[src/rtl/uart_rx_fifo.sv]
// rtl/uart_rx_fifo.sv - 16x oversampling 8N1 UART receiver feeding a first-word fall-through FIFO
module uart_rx_fifo #(
  parameter int CLK_FREQ   = 100_000_000,
  parameter int BAUD       = 9600,
  parameter int OVERSAMPLE = 16,
  parameter int FIFO_DEPTH = 8
) (
  input  logic                         clk,
  input  logic                         rst_n,
  input  logic                         rx,
  output logic [7:0]                   m_data,
  output logic                         m_valid,
  input  logic                         m_ready,
  output logic [$clog2(FIFO_DEPTH):0]  count,
  output logic                         frame_err,
  output logic                         overflow
);

  localparam int DIV   = CLK_FREQ / (BAUD * OVERSAMPLE);
  localparam int DIV_W = (DIV > 1) ? $clog2(DIV) : 1;
  localparam int AW    = $clog2(FIFO_DEPTH);

  typedef enum logic [1:0] {
    S_IDLE  = 2'd0,
    S_START = 2'd1,
    S_DATA  = 2'd2,
    S_STOP  = 2'd3
  } state_t;

  logic             r_sync1;
  logic             r_sync2;
  logic [DIV_W-1:0] r_div;
  logic             w_tick;

  state_t           r_state;
  state_t           w_state_nxt;
  logic [3:0]       r_sc;
  logic [3:0]       w_sc_nxt;
  logic [2:0]       r_bi;
  logic [2:0]       w_bi_nxt;
  logic [7:0]       r_shift;
  logic [7:0]       w_shift_nxt;
  logic             w_push;
  logic             w_ferr;

  logic [7:0]       r_mem [FIFO_DEPTH];
  logic [AW:0]      r_wr_ptr;
  logic [AW:0]      r_rd_ptr;
  logic             w_empty;
  logic             w_full;
  logic             w_pop;
  logic             w_wr_en;
  logic             r_frame_err;
  logic             r_overflow;

  // Two-flop synchronizer; idles high so reset never looks like a start edge
  always_ff @(posedge clk or negedge rst_n) begin
    if (!rst_n) begin
      r_sync1 <= 1'b1;
      r_sync2 <= 1'b1;
    end else begin
      r_sync1 <= rx;
      r_sync2 <= r_sync1;
    end
  end

  assign w_tick = (r_div == DIV_W'(DIV - 1));

  // Free-running oversample tick divider, independent of the receiver state
  always_ff @(posedge clk or negedge rst_n) begin
    if (!rst_n) begin
      r_div <= '0;
    end else if (w_tick) begin
      r_div <= '0;
    end else begin
      r_div <= r_div + DIV_W'(1);
    end
  end

  // Receiver state register
  always_ff @(posedge clk or negedge rst_n) begin
    if (!rst_n) begin
      r_state <= S_IDLE;
      r_sc    <= '0;
      r_bi    <= '0;
      r_shift <= '0;
    end else begin
      r_state <= w_state_nxt;
      r_sc    <= w_sc_nxt;
      r_bi    <= w_bi_nxt;
      r_shift <= w_shift_nxt;
    end
  end

  // Receiver next state: mid-start check at sample 7, mid-bit samples at 15
  always_comb begin
    w_state_nxt = r_state;
    w_sc_nxt    = r_sc;
    w_bi_nxt    = r_bi;
    w_shift_nxt = r_shift;
    w_push      = 1'b0;
    w_ferr      = 1'b0;
    if (w_tick) begin
      case (r_state)
        S_IDLE: begin
          if (!r_sync2) begin
            w_state_nxt = S_START;
            w_sc_nxt    = '0;
          end
        end
        S_START: begin
          if (r_sc == 4'd7) begin
            w_sc_nxt = '0;
            w_bi_nxt = '0;
            // A line that is already high again at mid-start was a glitch
            w_state_nxt = r_sync2 ? S_IDLE : S_DATA;
          end else begin
            w_sc_nxt = r_sc + 4'd1;
          end
        end
        S_DATA: begin
          if (r_sc == 4'd15) begin
            w_sc_nxt    = '0;
            w_shift_nxt = {r_sync2, r_shift[7:1]};
            if (r_bi == 3'd7) begin
              w_state_nxt = S_STOP;
            end else begin
              w_bi_nxt = r_bi + 3'd1;
            end
          end else begin
            w_sc_nxt = r_sc + 4'd1;
          end
        end
        S_STOP: begin
          if (r_sc == 4'd15) begin
            w_sc_nxt    = '0;
            w_state_nxt = S_IDLE;
            w_push      = r_sync2;
            w_ferr      = !r_sync2;
          end else begin
            w_sc_nxt = r_sc + 4'd1;
          end
        end
        default: begin
          w_state_nxt = S_IDLE;
        end
      endcase
    end
  end

  assign w_empty = (r_wr_ptr == r_rd_ptr);
  assign w_full  = (r_wr_ptr[AW] != r_rd_ptr[AW]) &&
                   (r_wr_ptr[AW-1:0] == r_rd_ptr[AW-1:0]);
  assign w_pop   = !w_empty && m_ready;
  // A pop in the same cycle frees the slot, so a full FIFO can still take the byte
  assign w_wr_en = w_push && (!w_full || w_pop);

  // FIFO storage and pointers, plus the registered status pulses
  always_ff @(posedge clk or negedge rst_n) begin
    if (!rst_n) begin
      for (int i = 0; i < FIFO_DEPTH; i++) begin
        r_mem[i] <= '0;
      end
      r_wr_ptr    <= '0;
      r_rd_ptr    <= '0;
      r_frame_err <= 1'b0;
      r_overflow  <= 1'b0;
    end else begin
      if (w_wr_en) begin
        r_mem[r_wr_ptr[AW-1:0]] <= r_shift;
        r_wr_ptr                <= r_wr_ptr + 1'b1;
      end
      if (w_pop) begin
        r_rd_ptr <= r_rd_ptr + 1'b1;
      end
      r_frame_err <= w_ferr;
      r_overflow  <= w_push && !w_wr_en;
    end
  end

  assign m_data    = r_mem[r_rd_ptr[AW-1:0]];
  assign m_valid   = !w_empty;
  assign count     = r_wr_ptr - r_rd_ptr;
  assign frame_err = r_frame_err;
  assign overflow  = r_overflow;

endmodule

[config.mk]
export PLATFORM = sky130hd
export DESIGN_NAME = uart_rx_fifo
export DESIGN_NICKNAME = d
export VERILOG_FILES = /design/src/rtl/uart_rx_fifo.sv
export SDC_FILE = /design/constraint.sdc
export NUM_CORES = 1
export LEC_CHECK = 0
export ABC_AREA = 1
export BUFFER_PORTS_ARGS = -buffer_cell sky130_fd_sc_hd__buf_2
export CELL_PAD_IN_SITES_DETAIL_PLACEMENT = 1
export CELL_PAD_IN_SITES_GLOBAL_PLACEMENT = 1
export CORE_MARGIN = 1
export CORE_UTILIZATION = 51
export CTS_CLUSTER_SIZE = 20
export DETAILED_ROUTE_END_ITERATION = 10
export MAX_ROUTING_LAYER = met4
export PLACE_DENSITY = 0.94
export SYNTH_ARGS = -nofsm -noshare
export SYNTH_HDL_FRONTEND = slang
export SYNTH_SLANG_ARGS = --single-unit
[constraint.sdc]
create_clock -name clk -period 5.65 [get_ports clk]
set_input_delay 0.8475 -clock clk [delete_from_list [all_inputs] [get_ports clk]]
set_output_delay 0.8475 -clock clk [all_outputs]
set_load 0.02 [all_outputs]
# [Yosys cells after proc, flatten, opt, wreduce, memory -nomap -nowiden]
# Index checks and enable logic that the tools add are counted.
[classes] addsub=6 muxes=28 reduce_logical=17 bitwise_logic=2 order_cmp=3 eq_ne=16
[ops] cell="bitwise mux 64 bit" count=1
[ops] cell="binary-select mux 8 bit (select 3 bit)" count=1
[ops] cell="demux 8 bit (select 3 bit)" count=1
[ops] cell="two-way mux 8 bit" count=3
[ops] cell="adder 4 x 1 -> 4 bit, second input constant" count=3
[ops] cell="two-way mux 2 bit" count=6
[ops] cell="two-way mux 4 bit" count=3
[ops] cell="inequality test 2 bit, second input constant" count=6
[ops] cell="one-hot mux 4 bit (3 select lines)" count=1
[ops] cell="adder 10 x 1 -> 10 bit, second input constant" count=1
[ops] cell="== test 10 bit, second input constant" count=1
[ops] cell="two-way mux 10 bit" count=1
[ops] cell="two-way mux 3 bit" count=3
[ops] cell=">= comparator 4 bit, second input constant" count=2
[ops] cell="NOT 3 -> 4 bit" count=2
[ops] cell="one-hot mux 2 bit (4 select lines)" count=1
[ops] cell="two-way mux 1 bit" count=6
[ops] cell="one-hot mux 3 bit (2 select lines)" count=1
[ops] cell="AND reduction 6 bit" count=1
[ops] cell="logical AND 1 bit" count=5
[ops] cell="AND reduction 5 bit" count=1
[ops] cell="== test 2 bit, second input constant" count=2
[ops] cell="== test 4 x 3 -> 1 bit, second input constant" count=1
[ops] cell="== test 4 bit" count=1
[ops] cell="other kinds (15)" count=18
[totals] wordCells=91 out_inout_bits=15 regBits=103

# [Longest topological paths before layout]
[depth] word_depth=7 ltp_mapped=10

# [Worst setup path after synthesis]
# OpenSTA, ideal clock, no wires.
[synth_timing] kind="register -> output" startpoint="register r_wr_ptr[0]" endpoint="output count[2]" path_buffers=1 setup_slack_ps=3027 required_time_ps=4803 arrival_ps=1775 stages_incl_launch_ff=6 cell_sequence="dfrtp_1 buf_4 clkinv_1 ha_1 fa_1 xnor2_1"
[synth_via] elab_chain_len=1
[synth_lines] item="start, declared" line="47" source="logic [AW:0] r_wr_ptr;"
[synth_lines] item="start signal, assigned" line="171" source="r_wr_ptr <= r_wr_ptr + 1'b1;"
[synth_lines] item="subtractor 4 bit" line="183" source="assign count = r_wr_ptr - r_rd_ptr;"
[synth_lines] item="end, declared" line="14" source="output logic [$clog2(FIFO_DEPTH):0] count,"
# Every way passes these cells.

# [Final worst setup path]
[layout_timing] startpoint="register r_rd_ptr[0]" endpoint="output m_data[4]"
[layout_via] elab_chain_len=4
[layout_lines] item="start, declared" line="48" source="logic [AW:0] r_rd_ptr;"
[layout_lines] item="start signal, assigned" line="174" source="r_rd_ptr <= r_rd_ptr + 1'b1;"
[layout_lines] item="NOT 3 -> 4 bit (not written as such)" line="181" source="assign m_data = r_mem[r_rd_ptr[AW-1:0]];"
[layout_lines] item="binary-select mux 8 bit (select 3 bit)" line="181"
[layout_lines] item="two-way mux 8 bit (not written as such) (2 in a row)" line="181"
[layout_lines] item="end, declared" line="11" source="output logic [7:0] m_data,"
# Every way passes these cells. The select of a mux whose other input is x is not followed.

==> impl_metrics.yaml <==
run_status:
  outcome: "completed"
run:
  cap_violations: 0
setup_path:
  crit_chain: "inv_1, o21ai_0, o22ai_1, nand2_1, nand2_1, buf_2"
  r2r_slack_ns: 2.17
  crit_path_top_delay_cell: "dfrtp_1"
  startpoint: "r_rd_ptr[0]"
  crit_buf_inv: 2
  worstPathMaxFanout: 36
  r2r_start: "r_rd_ptr[1]"
  cp.required_ns: 4.80
  crit_top_cell: "nand2_1"
  end_kind: "output pin"
  crit_family: "flip-flops"
  critPathMaxStageDelay_ns: 1.14
  start_kind: "flip-flop"
  cp.arrival_ns: 3.23
  path_class: "reg2out"
layout:
  final_area_um2: 5670
  area_growth_pct: 5.15
  nets: 670
  antennaDiodeCount: 0
  fin_util_pct: 55.2
  drive_gt1_share_pct: 9.70
floorplan:
  die_y_um: 105
  std_cell_rows: 37
  dieWidth_um: 105
  io-pin-count: 19
  die_area_um2: 11000
  start_util_pct: 52.5
  coreArea_um2: 10300
detailed_routing:
  avgViaCountPerCell: 5.90
  vias: 4700
  wirelength_mm: 15.3
  dr.pass1.iters: 4
  wl_per_cell_um: 19.2
  drcViolationCount: 0
  drt_iter0_markers: 317
  final_antenna_net_count: 0
clock_network:
  holdBufCountCts: 0
  clockBufferDepth: 2
  cts.sinks: 103
  cts_tree: "yes"
  cts_setup_buffers: 0
  post_cts_resized: 0
  clk_pin_slew_ns: 0.10
  root_buffer: "clkbuf_8"
  cts_buffers: 9
  clkLatencyLatePin_ns: 0.39
  htree_levels: 3
global_routing:
  grtUsageTotal_pct: 31.2
  grt_pass1_vias: 4992
  antenna_found_initial: 0
  grt_pass1_wl_mm: 25.9
  grt.overflow.total: 0
  grt_max_degree: 66
sta:
  setup_violations: 0
  period_share_pct: 72.2
  tns_ns: 0
  fmax_mhz: 245
  rsz0062_at_grt: "false"
  finalCriticalPeriod_ns: 4.08
  skew_ns: 0.0146
  relSlewSlack_pct: 20.6
  worst_slew_pin_slew_ns: 1.19
  drv_slew: 0
  finalHoldViolations: 0
place:
  io_buffers: 18
  dpl_cell_area_um2: 5470
  gp_congestion: 0.881
  dp_hpwl_mm: 10.7
synthesis:
  ys_seq_area_share_pct: 47.8
  synth_cells: 658
  ys_types: 32
  yosysWarnings: 0
  synthFlopType: "dfrtp_1"
  async_reset_ff_share_pct: 100
  syn_nets: 673
  syn_area_um2: 5400
  synth-seq-cells: 103
  syn_area_per_cell_um2: 8.20
  synth_edf_count: 0
power_and_ir_drop:
  power.density_nw_per_um2: 338
  p_leak_nw: 2.87
  ir_drop_uv: 239
min_path:
  worstHoldStart: "r_sync1"
  hp-class: "reg2reg"
state kept, by name, indices dropped and copies added, names as in the netlist, named ones only:
register,count
r_shift,8
r_sync1,1
frame_err,1
r_sync2,1
r_wr_ptr,4
r_sc,4
r_div,10
r_rd_ptr,4
r_mem,64
r_bi,3
r_state,1
overflow,1
kinds of logic (layout without fill, tap and decap cells):
kind of cell	Yosys count	count (layout)	share of synthesized area, %
AND/OR/NAND/NOR	390	390	34.1
flip-flops	103	103	47.8
buffers and inverters	73	75	6.61
AO/OA/AOI/OAI	68	68	6.68
XOR/XNOR	13	13	2.11
adder cells (fa/ha/maj)	11	11	2.69
synth_stat cells, types with 2 or more instances:
| cell | number | area, um^2 |
|---|---|---|
| a21oi_1 | 6 | 30.0 |
| clkinv_1 | 4 | 15.0 |
| nor3_4 | 4 | 65.1 |
| inv_2 | 3 | 11.3 |
| dfrtp_1 | 101 | 2530 |
| xnor2_1 | 2 | 17.5 |
| inv_1 | 30 | 113 |
| buf_1 | 5 | 18.8 |
| nand3_1 | 20 | 100 |
| clkbuf_1 | 18 | 67.6 |
| dfstp_2 | 2 | 52.6 |
| nor2_1 | 55 | 206 |
| nor3_1 | 4 | 20.0 |
| buf_2 | 2 | 10.0 |
| o21ai_0 | 44 | 220 |
| buf_6 | 7 | 78.8 |
| o21ai_1 | 2 | 10.0 |
| nand2_1 | 222 | 833 |
| o22ai_1 | 16 | 100 |
| nand4_1 | 65 | 407 |
| nand3_2 | 7 | 70.1 |
| ha_1 | 10 | 125 |
| nand3_4 | 3 | 52.6 |
| xor2_1 | 11 | 96.3 |
| nor4_1 | 2 | 12.5 |
| buf_4 | 3 | 22.5 |
| nor3_2 | 5 | 50.1 |
per-stage QoR:
stage	hold WS [ns]	total power, mW	cells	worst slack [ns]
final	0.356	1.92	796	1.57
after global routing	0.372	2.01	796	1.39
after CTS	0.362	1.92	796	1.64
after detailed placement	0.347	1.45	780	2.09
after global placement	0.346	1.43	780	2.13
after floorplan	0.345	1.23	658	3.03
metal layers:
metal	up-vias	GRT usage [%]	share of wire, %
met1	2343	39.8	43
met2	140	49.6	49
met5	-	-	0
li1	2189	-	-
met4	0	11.2	2.6
met3	28	6.18	6.0
path summary, 6_finish.rpt:
kind                       depth (start not counted)   endpoint
setup / recovery                                   6  m_data[4]
hold / removal                                     0    r_sync2
min in group asynchronous                          1  r_mem[49]
max in group asynchronous                          2  r_mem[52]
hold reg to reg                                    0    r_sync2
setup reg to reg                                   9  r_mem[37]
placed cells by master, fill, tap and decap left out, drive strengths merged:
cell type and n:
a21oi 6, buf 22, clkbuf 13, clkinv 4, clkinvlp 2, dfrtp 101, dfstp 2, fa 1
ha 10, inv 34, nand2 222, nand3 30, nand4 65, nor2 57, nor3 13, nor4 2
o21ai 46, o22ai 16, or2 1, xnor2 2, xor2 11
cell type report:
cell class                      count  area, um^2
Tap cell                          136         170
Timing Repair Buffer               22         123
Inverter                           37         139
Clock buffer                       13         179
Sequential cell                   103        2580
Clock inverter                      3        23.8
Multi-Input combinational cell    482        2460
Fill cell                        1286        4600
power by group:
group / total, mW / leakage, nW / internal (mW) / switching [mW]
Sequential: 0.830 / 1.41 / 0.752 / 0.0783
Clock: 0.473 / 0.0983 / 0.210 / 0.263
Combinational: 0.613 / 1.36 / 0.196 / 0.418
Total: 1.92 / 2.87 / 1.16 / 0.759
Power figures use the tool's default switching activity.
